File: config.mk
export PLATFORM = sky130hd
export DESIGN_NAME = systolic_feeder_flat
export DESIGN_NICKNAME = d
export VERILOG_FILES = /design/src/rtl/sa_pkg.sv /design/src/rtl/systolic_feeder_if.sv /design/src/rtl/systolic_feeder_skew_line.sv /design/src/rtl/systolic_feeder.sv /design/src/flat_wrapper.sv
export SDC_FILE = /design/constraint.sdc
export NUM_CORES = 1
export LEC_CHECK = 0
export CAP_MARGIN = 10
export CORE_MARGIN = 2
export CORE_UTILIZATION = 35
export DETAILED_ROUTE_END_ITERATION = 8
export SLEW_MARGIN = 15
export SYNTH_ARGS = -nofsm -noshare
export SYNTH_HDL_FRONTEND = slang
export SYNTH_SLANG_ARGS = --single-unit
File: constraint.sdc
create_clock -name clk -period 14.45 [get_ports clk]
set_clock_uncertainty 0.15 [all_clocks]
set_input_delay 2.1675 -clock clk [delete_from_list [all_inputs] [get_ports clk]]
set_output_delay 2.1675 -clock clk [all_outputs]
set_load 0.01 [all_outputs]
File: src/rtl/sa_pkg.sv
`default_nettype none
// ==========================================================================
// sa_pkg -- shared systolic-array defaults and feeder state encoding | rev 1.0
// ==========================================================================
package sa_pkg;

  localparam int BIT_WIDTH_DEF = 16;
  localparam int N_DEF         = 4;
  localparam int K_W_DEF       = 8;

  typedef enum logic [1:0] {
    ST_IDLE   = 2'd0,
    ST_STREAM = 2'd1,
    ST_FLUSH  = 2'd2,
    ST_DONE   = 2'd3
  } feeder_state_t;

  // Cycles needed for the last skewed operand to reach PE(N-1,N-1).
  function automatic int flush_len(input int n);
    return 2 * n - 1;
  endfunction

endpackage
`default_nettype wire

File: src/rtl/systolic_feeder_if.sv
`default_nettype none
// ==========================================================================
// systolic_feeder_if -- beat handshake and PE edge buses (FEEDER_BUBBLE_CNT_EN) | rev 1.0
// ==========================================================================
interface systolic_feeder_if
  import sa_pkg::*;
#(
  parameter int BIT_WIDTH = BIT_WIDTH_DEF,
  parameter int N         = N_DEF,
  parameter int K_W       = K_W_DEF
);
  logic                   start;
  logic [K_W-1:0]         k_len;
  logic                   in_valid;
  logic                   in_ready;
  logic [N*BIT_WIDTH-1:0] a_vec;
  logic [N*BIT_WIDTH-1:0] b_vec;
  logic [N*BIT_WIDTH-1:0] west_data;
  logic [N*BIT_WIDTH-1:0] north_data;
  logic                   busy;
  logic                   done;

`ifdef FEEDER_BUBBLE_CNT_EN
  logic [15:0]            bubble_cnt;

  modport master (
    output start, k_len, in_valid, a_vec, b_vec,
    input  in_ready, west_data, north_data, busy, done, bubble_cnt
  );
  modport slave (
    input  start, k_len, in_valid, a_vec, b_vec,
    output in_ready, west_data, north_data, busy, done, bubble_cnt
  );
`else
  modport master (
    output start, k_len, in_valid, a_vec, b_vec,
    input  in_ready, west_data, north_data, busy, done
  );
  modport slave (
    input  start, k_len, in_valid, a_vec, b_vec,
    output in_ready, west_data, north_data, busy, done
  );
`endif

endinterface
`default_nettype wire

File: src/rtl/systolic_feeder_skew_line.sv
`default_nettype none
// ==========================================================================
// skew_line -- DEPTH-stage shift register, async reset to zero | rev 1.0
// ==========================================================================
module skew_line
  import sa_pkg::*;
#(
  parameter int DEPTH     = 1,
  parameter int BIT_WIDTH = BIT_WIDTH_DEF
) (
  input  logic                 clk,
  input  logic                 rst,
  input  logic [BIT_WIDTH-1:0] d,
  output logic [BIT_WIDTH-1:0] q
);

  logic [BIT_WIDTH-1:0] stage_q [DEPTH];
  logic [BIT_WIDTH-1:0] stage_d [DEPTH];

  always_comb begin
    stage_d[0] = d;
    for (int s = 1; s < DEPTH; s++) begin
      stage_d[s] = stage_q[s-1];
    end
  end

  always_ff @(posedge clk or posedge rst) begin
    if (rst) begin
      for (int s = 0; s < DEPTH; s++) begin
        stage_q[s] <= '0;
      end
    end else begin
      stage_q <= stage_d;
    end
  end

  assign q = stage_q[DEPTH-1];

endmodule
`default_nettype wire

File: src/rtl/systolic_feeder.sv
`default_nettype none
// ==========================================================================
// systolic_feeder -- skewed A/B edge feeder for an NxN PE grid; optional
// bubble counter under FEEDER_BUBBLE_CNT_EN | rev 1.0
// ==========================================================================
module systolic_feeder
  import sa_pkg::*;
#(
  parameter int BIT_WIDTH = BIT_WIDTH_DEF,
  parameter int N         = N_DEF,
  parameter int K_W       = K_W_DEF
) (
  input  logic              clk,
  input  logic              rst,
  systolic_feeder_if.slave  bus
);

  localparam int FLUSH_LEN = flush_len(N);
  localparam int FC_W      = $clog2(FLUSH_LEN + 1);

  feeder_state_t    state_q, state_d;
  logic [K_W-1:0]   k_len_q, k_len_d;
  logic [K_W-1:0]   beat_cnt_q, beat_cnt_d;
  logic [FC_W-1:0]  flush_cnt_q, flush_cnt_d;
  logic             in_ready_q, in_ready_d;
  logic             busy_q, busy_d;
  logic             done_q, done_d;
  logic             accept;

  logic [N*BIT_WIDTH-1:0] west_w;
  logic [N*BIT_WIDTH-1:0] north_w;

  assign accept = bus.in_valid && in_ready_q;

  always_comb begin
    state_d     = state_q;
    k_len_d     = k_len_q;
    beat_cnt_d  = beat_cnt_q;
    flush_cnt_d = flush_cnt_q;
    case (state_q)
      ST_IDLE: begin
        if (bus.start) begin
          beat_cnt_d  = '0;
          flush_cnt_d = '0;
          if (bus.k_len != '0) begin
            k_len_d = bus.k_len;
            state_d = ST_STREAM;
          end else begin
            state_d = ST_DONE;
          end
        end
      end
      ST_STREAM: begin
        if (accept) begin
          beat_cnt_d = beat_cnt_q + K_W'(1);
          if (beat_cnt_d == k_len_q) begin
            state_d     = ST_FLUSH;
            flush_cnt_d = '0;
          end
        end
      end
      ST_FLUSH: begin
        if (flush_cnt_q == FC_W'(FLUSH_LEN - 1)) begin
          state_d = ST_DONE;
        end else begin
          flush_cnt_d = flush_cnt_q + FC_W'(1);
        end
      end
      ST_DONE: state_d = ST_IDLE;
      default: state_d = ST_IDLE;
    endcase
    // Outputs are registered from the next-state decode so they align with state_q.
    in_ready_d = (state_d == ST_STREAM);
    busy_d     = (state_d == ST_STREAM) || (state_d == ST_FLUSH);
    done_d     = (state_d == ST_DONE);
  end

`ifdef FEEDER_BUBBLE_CNT_EN
  logic [15:0] bubble_cnt_q, bubble_cnt_d;

  always_comb begin
    bubble_cnt_d = bubble_cnt_q;
    if (state_q == ST_IDLE && bus.start) begin
      bubble_cnt_d = '0;
    end else if (state_q == ST_STREAM && !bus.in_valid && bubble_cnt_q != 16'hFFFF) begin
      bubble_cnt_d = bubble_cnt_q + 16'd1;
    end
  end

  assign bus.bubble_cnt = bubble_cnt_q;
`endif

  always_ff @(posedge clk or posedge rst) begin
    if (rst) begin
      state_q      <= ST_IDLE;
      k_len_q      <= '0;
      beat_cnt_q   <= '0;
      flush_cnt_q  <= '0;
      in_ready_q   <= 1'b0;
      busy_q       <= 1'b0;
      done_q       <= 1'b0;
`ifdef FEEDER_BUBBLE_CNT_EN
      bubble_cnt_q <= '0;
`endif
    end else begin
      state_q      <= state_d;
      k_len_q      <= k_len_d;
      beat_cnt_q   <= beat_cnt_d;
      flush_cnt_q  <= flush_cnt_d;
      in_ready_q   <= in_ready_d;
      busy_q       <= busy_d;
      done_q       <= done_d;
`ifdef FEEDER_BUBBLE_CNT_EN
      bubble_cnt_q <= bubble_cnt_d;
`endif
    end
  end

  // Non-accepted cycles push zeros so bubbles and flush never disturb accumulators.
  for (genvar i = 0; i < N; i++) begin : g_lane
    logic [BIT_WIDTH-1:0] a_in;
    logic [BIT_WIDTH-1:0] b_in;

    assign a_in = accept ? bus.a_vec[i*BIT_WIDTH +: BIT_WIDTH] : '0;
    assign b_in = accept ? bus.b_vec[i*BIT_WIDTH +: BIT_WIDTH] : '0;

    skew_line #(.DEPTH(i + 1), .BIT_WIDTH(BIT_WIDTH)) u_west (
      .clk (clk),
      .rst (rst),
      .d   (a_in),
      .q   (west_w[i*BIT_WIDTH +: BIT_WIDTH])
    );

    skew_line #(.DEPTH(i + 1), .BIT_WIDTH(BIT_WIDTH)) u_north (
      .clk (clk),
      .rst (rst),
      .d   (b_in),
      .q   (north_w[i*BIT_WIDTH +: BIT_WIDTH])
    );
  end

  assign bus.west_data  = west_w;
  assign bus.north_data = north_w;
  assign bus.in_ready   = in_ready_q;
  assign bus.busy       = busy_q;
  assign bus.done       = done_q;

endmodule
`default_nettype wire

File: src/flat_wrapper.sv
// flat-port wrapper written by rule: the top's interface ports become plain ports
module systolic_feeder_flat import sa_pkg::*;
#(
  parameter int BIT_WIDTH = BIT_WIDTH_DEF,
  parameter int N         = N_DEF,
  parameter int K_W       = K_W_DEF
)
  (clk, rst, bus_start, bus_k_len, bus_in_valid, bus_a_vec, bus_b_vec, bus_in_ready, bus_west_data, bus_north_data, bus_busy, bus_done);
  systolic_feeder_if #(.BIT_WIDTH(BIT_WIDTH), .N(N), .K_W(K_W)) bus_i ();
  input  logic clk;
  input  logic rst;
  input wire logic [$bits(bus_i.start)-1:0] bus_start;
  input wire logic [$bits(bus_i.k_len)-1:0] bus_k_len;
  input wire logic [$bits(bus_i.in_valid)-1:0] bus_in_valid;
  input wire logic [$bits(bus_i.a_vec)-1:0] bus_a_vec;
  input wire logic [$bits(bus_i.b_vec)-1:0] bus_b_vec;
  output wire logic [$bits(bus_i.in_ready)-1:0] bus_in_ready;
  output wire logic [$bits(bus_i.west_data)-1:0] bus_west_data;
  output wire logic [$bits(bus_i.north_data)-1:0] bus_north_data;
  output wire logic [$bits(bus_i.busy)-1:0] bus_busy;
  output wire logic [$bits(bus_i.done)-1:0] bus_done;
  assign bus_i.start = bus_start;
  assign bus_i.k_len = bus_k_len;
  assign bus_i.in_valid = bus_in_valid;
  assign bus_i.a_vec = bus_a_vec;
  assign bus_i.b_vec = bus_b_vec;
  assign bus_in_ready = bus_i.in_ready;
  assign bus_west_data = bus_i.west_data;
  assign bus_north_data = bus_i.north_data;
  assign bus_busy = bus_i.busy;
  assign bus_done = bus_i.done;
  systolic_feeder #(.BIT_WIDTH(BIT_WIDTH), .N(N), .K_W(K_W)) u_core (.clk(clk), .rst(rst), .bus(bus_i));
endmodule
==> results of run 1 <==
==> worst max-delay path: stages <==
cell and delay [ns]:
sky130_fd_sc_hd__clkdlybuf4s50_1 0.49, sky130_fd_sc_hd__inv_8 0.63, sky130_fd_sc_hd__buf_4 0.76, sky130_fd_sc_hd__buf_4 0.86
==> kinds of logic (layout without fill, tap and decap cells) <==
kind of cell | Yosys count | in the layout | share of synthesized area (%)
compound gates | 31 | 31 | 1.976
xor+xnor | 13 | 13 | 1.249
fa+ha+maj | 5 | 5 | 0.6062
buf+inv | 40 | 344 | 1.613
flops | 344 | 344 | 83.41
mux | 9 | 9 | 0.9700
other cells | 0 | 1 | 0
simple gates | 173 | 173 | 10.17
==> layer usage <==
metal	wire (um)	vias to the layer above	share of wire [%]	GRT usage, %
met5	12	-	0.056	0
met4	518	2	2.4	4.442
met3	1560	38	7.3	4.351
met2	10360	183	48	22.16
met1	8926	2788	42	18.05
li1	-	2627	-	-
==> how the worst max path moves through the flow <==
stage                                               end  slack, ns  cells after the start
floorplan                          u_core.beat_cnt_q[0]       2.60                      1
finish              u_core.g_lane[1].u_west.stage_d[12]       9.82                      4
global placement                      u_core.k_len_q[0]       9.16                      4
detailed placement                    u_core.k_len_q[0]       9.10                      4
CTS                 u_core.g_lane[1].u_north.stage_d[4]       9.65                      4
global route              u_core.g_lane[1].u_north.q[4]       9.32                      4
==> state kept, by name (all words and copies together), names as in the netlist <==
| register | cells |
|---|---|
| u_core.g_lane.u_west.stage_d | 96 |
| u_core.g_lane.u_north.stage_d | 96 |
| u_core.bus.done | 1 |
| u_core.bus.busy | 1 |
| u_core.g_lane.u_north.q | 64 |
| u_core.g_lane.u_west.q | 64 |
| u_core.bus.in_ready | 1 |
| u_core.state_q | 2 |
| u_core.beat_cnt_q | 8 |
| u_core.flush_cnt_q | 3 |
| u_core.k_len_q | 8 |
==> cell type report <==
class,count,area share (%)
inverter,5,0.1784
clock buffer,49,7.059
clock inverter,16,1.996
antenna,1,0.01699
multi-input combinational,231,10.49
timing repair buffer,274,18.53
tap,384,3.262
sequential,344,58.46
==> cells in the mapped netlist (all sizes together) <==
| cell type | number |
|---|---|
| dfrtp | 344 |
| and3 | 132 |
| clkbuf | 32 |
| nand2 | 11 |
| o21ai | 11 |
| nand3 | 10 |
| mux2 | 8 |
| nor2 | 8 |
| xnor2 | 8 |
| ha | 5 |
| inv | 5 |
| xor2 | 5 |
| a21oi | 4 |
| nor4 | 4 |
| a31oi | 3 |
| buf | 3 |
| or3 | 3 |
| a21o | 2 |
| and2 | 2 |
| nor3 | 2 |
| o22ai | 2 |
| o311ai | 2 |
| o41ai | 2 |
| a22oi | 1 |
| a32o | 1 |
| mux2i | 1 |
| nor2b | 1 |
| o21a | 1 |
| o221ai | 1 |
| o31ai | 1 |
==> power breakdown <==
group	switching [mW]	internal [mW]
registers	0.0568	1.10
clock network	0.365	0.635
logic	0.181	0.193
==> flow_summary.ini, run 1 <==
[status]
status = finished clean

[synth]
syn_area_um2 = 10320
synthesis.nets = 760
netlist.top_cell.by_area = sky130_fd_sc_hd__dfrtp_1
syn_inst = 615
syn-mean-instance-area_um2 = 16.78
synthesis.yosys.warnings = 0
ys_top_cells_by_area = sky130_fd_sc_hd__dfrtp_1, sky130_fd_sc_hd__and3_1, sky130_fd_sc_hd__clkbuf_1
synth-seq-cells = 344
synth.top_cell.area_share_pct = 83.41
yosys.cell_types.count = 39
seq_area_frac_synth_pct = 83.41

[worst_setup_path]
reg2reg_to = u_core.bus.busy
cp-start-kind = primary input
critical_path.startpoint = rst
crit_required_ns = 14.81
critical_path_end_type = async pin
crit_path_dat_ns = 4.98
critical_path.reg2reg.startpoint = u_core.bus.in_ready
worst-path-max-fanout = 134
r2r_slack_ns = 11.37
r2r.worst_path.cells = 7
path_class = in2async

[route]
routed_wl_mm = 21.38
detail_route.wl_per_cell_um = 16.39
routed_via_density = 4.324
drc = 0
via_count = 5638
detail-route-antenna-nets = 0
drt_first_iter_violations = 324
drt_first_pass_iters = 4

[global_route]
global_route_wire_length_before_repair_mm = 33.15
globalRoute.totalOverflow = 0
gr-usage-all-layers_pct = 13.84
grt_max_degree = 135
via_count_of_the_first_global_routing_pass = 5774
antenna_found_initial = 3

[flow_run]
drv.max_cap_violation_count = 0

[pwr]
power.total_mw = 2.530
total_leakage_power_nw = 7.093
power.density_cell_area_nw_per_um2 = 171.8
ir_drop_uv = 79.15

[sta]
timing.setup.tns_ns = 0
layout_worst_path_cycle_share_pct = 32.01
timing_hold_violations_final = 0
rsz_0062_raised_after_global_routing = no
worstMarginPinSlew_ns = 1.113
maxSlewHeadroom_pct = 25.81
hold-worst-slack_ns = 0.1894
final-max-slew-violation-count = 0
report.final.setup_viol = 0
fmaxAchievable_mhz = 216.2
postLayoutSetupSlackWorst_ns = 9.824
timing.final.crit_period_ns = 4.626

[clock_tree]
post-cts-setup-buffers = 0
tritoncts = yes
cts.root.buffer_cell = sky130_fd_sc_hd__clkbuf_16
postCtsResizedCells = 0
clock_slew_seen_by_the_registers_of_the_worst_setup_and_hold_paths_ns = 0.06
postCtsHoldBufs = 0
cts.htree.levels = 2
clkLatencyLatePin_ns = 0.50
tritoncts_num_sinks = 344
tritoncts.num_buffers = 36
cts.path.max_buffers = 3

[cells_and_area]
area_delta_synth_final_pct = 42.74
postLayoutCellArea_um2 = 14730
final-seq-area_um2 = 8612
design.final.nets = 1037
post-route-util_pct = 51.04
layout_commonest_cell = sky130_fd_sc_hd__dfrtp_1
stdcell_count = 1304
multiInputGateArea_um2 = 1545
layout-drive-gt1-share_pct = 9.467
most_frequent_cells_in_the_layout = sky130_fd_sc_hd__dfrtp_1, sky130_fd_sc_hd__clkdlybuf4s50_1, sky130_fd_sc_hd__and3_1, sky130_fd_sc_hd__clkbuf_16
fill_cells = 2411

[die]
fp.dieH_um = 175.7
die_width_um = 175.7
core.rowCount = 62
die-area_um2 = 30880
floorplan.initialDensity_pct = 35.76
io_pins = 271
fp.coreArea_um2 = 28860

[place]
pre_cts_setup_slack_ns = 9.103
port-buffer-count = 270
gp_routability_congestion = 0.7667
dp_cells = 1238
placed_wire_length_estimate_mm = 13.62
dp_area_um2 = 13390

[hold_path]
hold_path.class = reg2reg
hold_path_startpoint = u_core.g_lane[3].u_west.stage_d[17]
hold_worst_path_end = u_core.g_lane[3].u_west.stage_d[1]
min_delay_path_depth = 0
No activity file was read; power rests on OpenSTA's default activity.
==> inputs of run 2 (changes only) <==
==> constraint.sdc (replaced) <==
create_clock -name clk -period 4 [get_ports clk]
set_clock_uncertainty 0.15 [all_clocks]
set_input_delay 0.6 -clock clk [delete_from_list [all_inputs] [get_ports clk]]
set_output_delay 0.6 -clock clk [all_outputs]
set_load 0.01 [all_outputs]
==> run 2 against run 1 <==
Against the previous run:
- total power increased to 3.6 times the previous value
- critical endpoint is now bus_in_ready
- combinational power rose to 3.6 times the previous value
- utilization up 0.44 points
- sequential share of layout area is 0.50 points lower
- worst hold slack lost 0.011 ns
- critical path depth decreased by 2
- largest cell class unchanged
- non-clock buffer count is 8 higher
==> flow_summary.ini, run 2 (synthesized netlist as in run 1, its figures left out) <==
[place]
dp_area_um2 = 13520
placed_wire_length_estimate_mm = 13.80
port-buffer-count = 270
pre_cts_setup_slack_ns = 1.277
dp_cells = 1245
gp_routability_congestion = 0.7729

[clock_tree]
cts.path.max_buffers = 3
post-cts-setup-buffers = 0
clock_slew_seen_by_the_registers_of_the_worst_setup_and_hold_paths_ns = 0.06
tritoncts_num_sinks = 344
tritoncts.num_buffers = 36
postCtsHoldBufs = 0
cts.root.buffer_cell = sky130_fd_sc_hd__clkbuf_16
tritoncts = yes
clkLatencyLatePin_ns = 0.52
cts.htree.levels = 2
postCtsResizedCells = 0

[cells_and_area]
layout-drive-gt1-share_pct = 10.24
area_delta_synth_final_pct = 43.97
layout_commonest_cell = sky130_fd_sc_hd__dfrtp_1
postLayoutCellArea_um2 = 14860
most_frequent_cells_in_the_layout = sky130_fd_sc_hd__dfrtp_1, sky130_fd_sc_hd__clkdlybuf4s50_1, sky130_fd_sc_hd__and3_1, sky130_fd_sc_hd__clkbuf_16
post-route-util_pct = 51.49
stdcell_count = 1313
design.final.nets = 1045

[sta]
layout_worst_path_cycle_share_pct = 78.76
timing.setup.tns_ns = 0
report.final.setup_viol = 0
fmaxAchievable_mhz = 317.4
timing.final.crit_period_ns = 3.150
hold-worst-slack_ns = 0.1782
rsz_0062_raised_after_global_routing = no
postLayoutSetupSlackWorst_ns = 0.8495
final-max-slew-violation-count = 0
worstMarginPinSlew_ns = 1.079
maxSlewHeadroom_pct = 28.09
timing_hold_violations_final = 0

[hold_path]
hold_path.class = reg2reg

[route]
drc = 0
drt_first_pass_iters = 4
drt_first_iter_violations = 352
via_count = 5754
detail-route-antenna-nets = 0
routed_wl_mm = 21.22
routed_via_density = 4.382
detail_route.wl_per_cell_um = 16.16

[pwr]
ir_drop_uv = 379.4
power.density_cell_area_nw_per_um2 = 613.6
total_leakage_power_nw = 7.151
power.total_mw = 9.117

[die]
floorplan.initialDensity_pct = 35.76
io_pins = 271
die_width_um = 175.7
die-area_um2 = 30880
fp.coreArea_um2 = 28860
fp.dieH_um = 175.7
core.rowCount = 62

[flow_run]
drv.max_cap_violation_count = 0

[worst_setup_path]
cp-start-kind = register
critical_path_end_type = output pin
crit_path_dat_ns = 2.40
path_class = reg2out
worst-path-max-fanout = 129
crit_required_ns = 3.25

[global_route]
via_count_of_the_first_global_routing_pass = 6102
gr-usage-all-layers_pct = 14.02
global_route_wire_length_before_repair_mm = 33.94
globalRoute.totalOverflow = 0
grt_max_degree = 130
antenna_found_initial = 2

[status]
status = finished clean
==> run 2: worst max-delay path, cell delays in order, from the launching register on <==
cell,delay (ns)
sky130_fd_sc_hd__dfrtp_4,0.40
sky130_fd_sc_hd__buf_4,0.77
sky130_fd_sc_hd__clkdlybuf4s50_1,0.71
==> run 2: routing by layer <==
layer  part of all wire (%)  routed length [um]  vias to the layer above  GRT usage (%)
met3                    7.1                1508                       47          4.394
met2                     49               10360                      197          23.29
met5                  0.052                  11                        -              0
li1                       -                   -                     2643              -
met4                    2.7                 568                        2          4.373
met1                     41                8764                     2865          17.60
==> run 2: path summary, 6_finish.rpt <==
path                                                        to                               start  slack, ns  cells after the start
hold reg to reg                   u_core.g_lane[2].u_west.q[5]  u_core.g_lane[2].u_west.stage_d[5]       0.18                      0
hold / removal                    u_core.g_lane[2].u_west.q[5]  u_core.g_lane[2].u_west.stage_d[5]       0.18                      0
min in group asynchronous  u_core.g_lane[3].u_west.stage_d[46]                                 rst       0.43                      2
setup / recovery                                  bus_in_ready                 u_core.bus.in_ready       0.85                      2
max in group asynchronous                    u_core.k_len_q[7]                                 rst       2.39                      4
setup reg to reg                               u_core.bus.busy                u_core.beat_cnt_q[0]       1.40                      7
==> run 2: final cells by class <==
class,instances,area (um2)
antenna,1,2.502
clock buffer,51,1057
clock inverter,15,260.3
fill,2414,14000
inverter,5,22.52
multi-input combinational,231,1545
sequential,344,8612
tap,384,480.5
timing repair buffer,282,2878
==> run 2: where the power goes <==
group          internal (mW)  switching [mW]
Combinational          0.711           0.652
Clock                   2.25            1.34
Sequential              3.97           0.197
Total                   6.93            2.19
==> inputs of run 3 (changes only) <==
==> constraint.sdc (replaced) <==
create_clock -name clk -period 3.2 [get_ports clk]
set_clock_uncertainty 0.15 [all_clocks]
set_input_delay 0.48 -clock clk [delete_from_list [all_inputs] [get_ports clk]]
set_output_delay 0.48 -clock clk [all_outputs]
set_load 0.01 [all_outputs]
==> run 3 against run 2 <==
Against the previous run:
- cell area down 1.3%
- sequential cell count unchanged
- combinational power up 25%
- die area unchanged
- global-route usage down 0.13 points
- first-iteration DRC count down 27%
- final cell count down 0.30%
- critical endpoint is now u_core.bus.busy
==> flow_summary.ini, run 3 (synthesized netlist as in run 1, its figures left out) <==
[die]
fp.dieH_um = 175.7
floorplan.initialDensity_pct = 35.76
die-area_um2 = 30880
io_pins = 271
core.rowCount = 62
fp.coreArea_um2 = 28860
die_width_um = 175.7

[worst_setup_path]
critical_path_end_type = register
cp-start-kind = register
worst-path-max-fanout = 6
critical_path.startpoint = u_core.beat_cnt_q[0]
crit_path_dat_ns = 2.82
critical_path.reg2reg.startpoint = u_core.beat_cnt_q[0]
path_class = reg2reg
timing.critical_path.cells = ha_1 -> nand3_1 -> xnor2_1 -> or3_4 -> nor4_4 -> o311ai_0 -> ha_1
critPathSlowestCell = sky130_fd_sc_hd__dfrtp_1
timing.critical_path.slowest_cell_delay_ns = 0.42
crit_required_ns = 3.45
critPathMostFrequentCell = sky130_fd_sc_hd__ha_1

[clock_tree]
postCtsHoldBufs = 0
cts.path.max_buffers = 3
tritoncts.num_buffers = 36
tritoncts_num_sinks = 344
clkLatencyLatePin_ns = 0.51
tritoncts = yes
cts.root.buffer_cell = sky130_fd_sc_hd__clkbuf_16
clock_slew_seen_by_the_registers_of_the_worst_setup_and_hold_paths_ns = 0.07
cts.htree.levels = 2
post-cts-setup-buffers = 0
postCtsResizedCells = 0

[place]
port-buffer-count = 270
dp_area_um2 = 13490
gp_routability_congestion = 0.7575
pre_cts_setup_slack_ns = 0.6068
dp_cells = 1246
placed_wire_length_estimate_mm = 13.90

[sta]
timing.final.crit_period_ns = 2.579
timing_hold_violations_final = 0
hold-worst-slack_ns = 0.1773
report.final.setup_viol = 0
worstMarginPinSlew_ns = 1.063
postLayoutSetupSlackWorst_ns = 0.6212
maxSlewHeadroom_pct = 29.11
final-max-slew-violation-count = 0
layout_worst_path_cycle_share_pct = 80.59
fmaxAchievable_mhz = 387.8
rsz_0062_raised_after_global_routing = no

[cells_and_area]
area_delta_synth_final_pct = 42.11
stdcell_count = 1309
layout_commonest_cell = sky130_fd_sc_hd__dfrtp_1
layout-drive-gt1-share_pct = 9.632
most_frequent_cells_in_the_layout = sky130_fd_sc_hd__dfrtp_1, sky130_fd_sc_hd__clkdlybuf4s50_1, sky130_fd_sc_hd__and3_1, sky130_fd_sc_hd__clkbuf_16
post-route-util_pct = 50.82
design.final.nets = 1046
postLayoutCellArea_um2 = 14670

[pwr]
power.net_switching_mw = 2.672
swShare_pct = 24.48
share_clk_of_total_power_pct = 36.7
power.density_cell_area_nw_per_um2 = 744.1
total_leakage_power_nw = 7.054
p_int_mw = 8.241
sequentialPowerShare_pct = 47.8
ir_drop_uv = 458.1
p_comb_share_pct = 15.5

[global_route]
via_count_of_the_first_global_routing_pass = 5827
gr-usage-all-layers_pct = 13.89
antenna_found_initial = 2
grt_max_degree = 129
global_route_wire_length_before_repair_mm = 33.44
globalRoute.totalOverflow = 0

[route]
detail_route.wl_per_cell_um = 16.24
drc = 0
routed_via_density = 4.335
drt_first_pass_iters = 4
via_count = 5674
detail-route-antenna-nets = 0
routed_wl_mm = 21.26
drt_first_iter_violations = 256

[hold_path]
hold_path.class = in2async

[flow_run]
drv.max_cap_violation_count = 0

[status]
status = finished clean
==> run 3: changes by cell type in the layout (fill, tap and decap cells not counted), moves of 2 or more <==
cell                         change
sky130_fd_sc_hd__clkbuf_8        -7
sky130_fd_sc_hd__buf_12          -4
sky130_fd_sc_hd__buf_4           +4
sky130_fd_sc_hd__bufinv_16       -3
sky130_fd_sc_hd__clkbuf_1        +2
sky130_fd_sc_hd__clkinvlp_4      +2
==> run 3: worst paths after layout <==
check | to | slack (ns) | cells past startpoint
worst max-delay path | u_core.bus.busy | 0.62 | 7
worst min-delay path | u_core.g_lane[3].u_west.stage_d[39] | 0.18 | 2
worst max register to register | u_core.bus.busy | 0.62 | 7
worst min register to register | u_core.g_lane[1].u_west.q[14] | 0.19 | 0
max in group asynchronous | u_core.g_lane[2].u_north.q[7] | 1.91 | 3
min in group clk | u_core.g_lane[1].u_west.q[14] | 0.19 | 0
==> run 3: power groups by stage <==
stage	Clock, mW	Sequential, mW	Combinational [mW]
detailed placement	0	5.30	1.73
CTS	4.14	5.22	1.73
floorplan	0	5.33	0.813
finish	4.00	5.21	1.70
global route	4.32	5.28	1.87
global placement	0	5.27	1.71
==> run 3: stage by stage <==
| stage | total power [mW] | setup TNS (ns) |
|---|---|---|
| finish | 10.91 | 0 |
| global route | 11.48 | 0 |
| CTS | 11.09 | 0 |
| detailed placement | 7.028 | 0 |
| global placement | 6.976 | 0 |
| floorplan | 6.144 | -699.18 |
==> run 3: layer usage <==
| metal | wire [um] | share of wire [%] | vias to the layer above | global-route usage [%] |
|---|---|---|---|---|
| li1 | - | - | 2631 | - |
| met3 | 1559 | 7.3 | 55 | 4.437 |
| met2 | 10530 | 50 | 178 | 22.67 |
| met4 | 601 | 2.8 | 2 | 5.096 |
| met1 | 8555 | 40 | 2808 | 17.44 |
| met5 | 11 | 0.052 | - | 0 |
==> run 3: final cells by class <==
| type | count | area (um2) |
|---|---|---|
| diodes | 1 | 2.502 |
| clock buffers | 46 | 968.4 |
| clock inverters | 15 | 178.9 |
| fillers | 2443 | 14190 |
| inverters | 5 | 22.52 |
| multi-input cells | 231 | 1545 |
| flip-flops and latches | 344 | 8612 |
| well taps | 384 | 480.5 |
| repair buffers | 283 | 2855 |
==> run 3: worst max-delay path: cells and delay by family, from the launching register on <==
family / cells / cell delay, ns
simple gates: 3 / 0.86
fa+ha+maj: 2 / 0.61
flops: 1 / 0.42
compound gates: 1 / 0.26
xor+xnor: 1 / 0.17
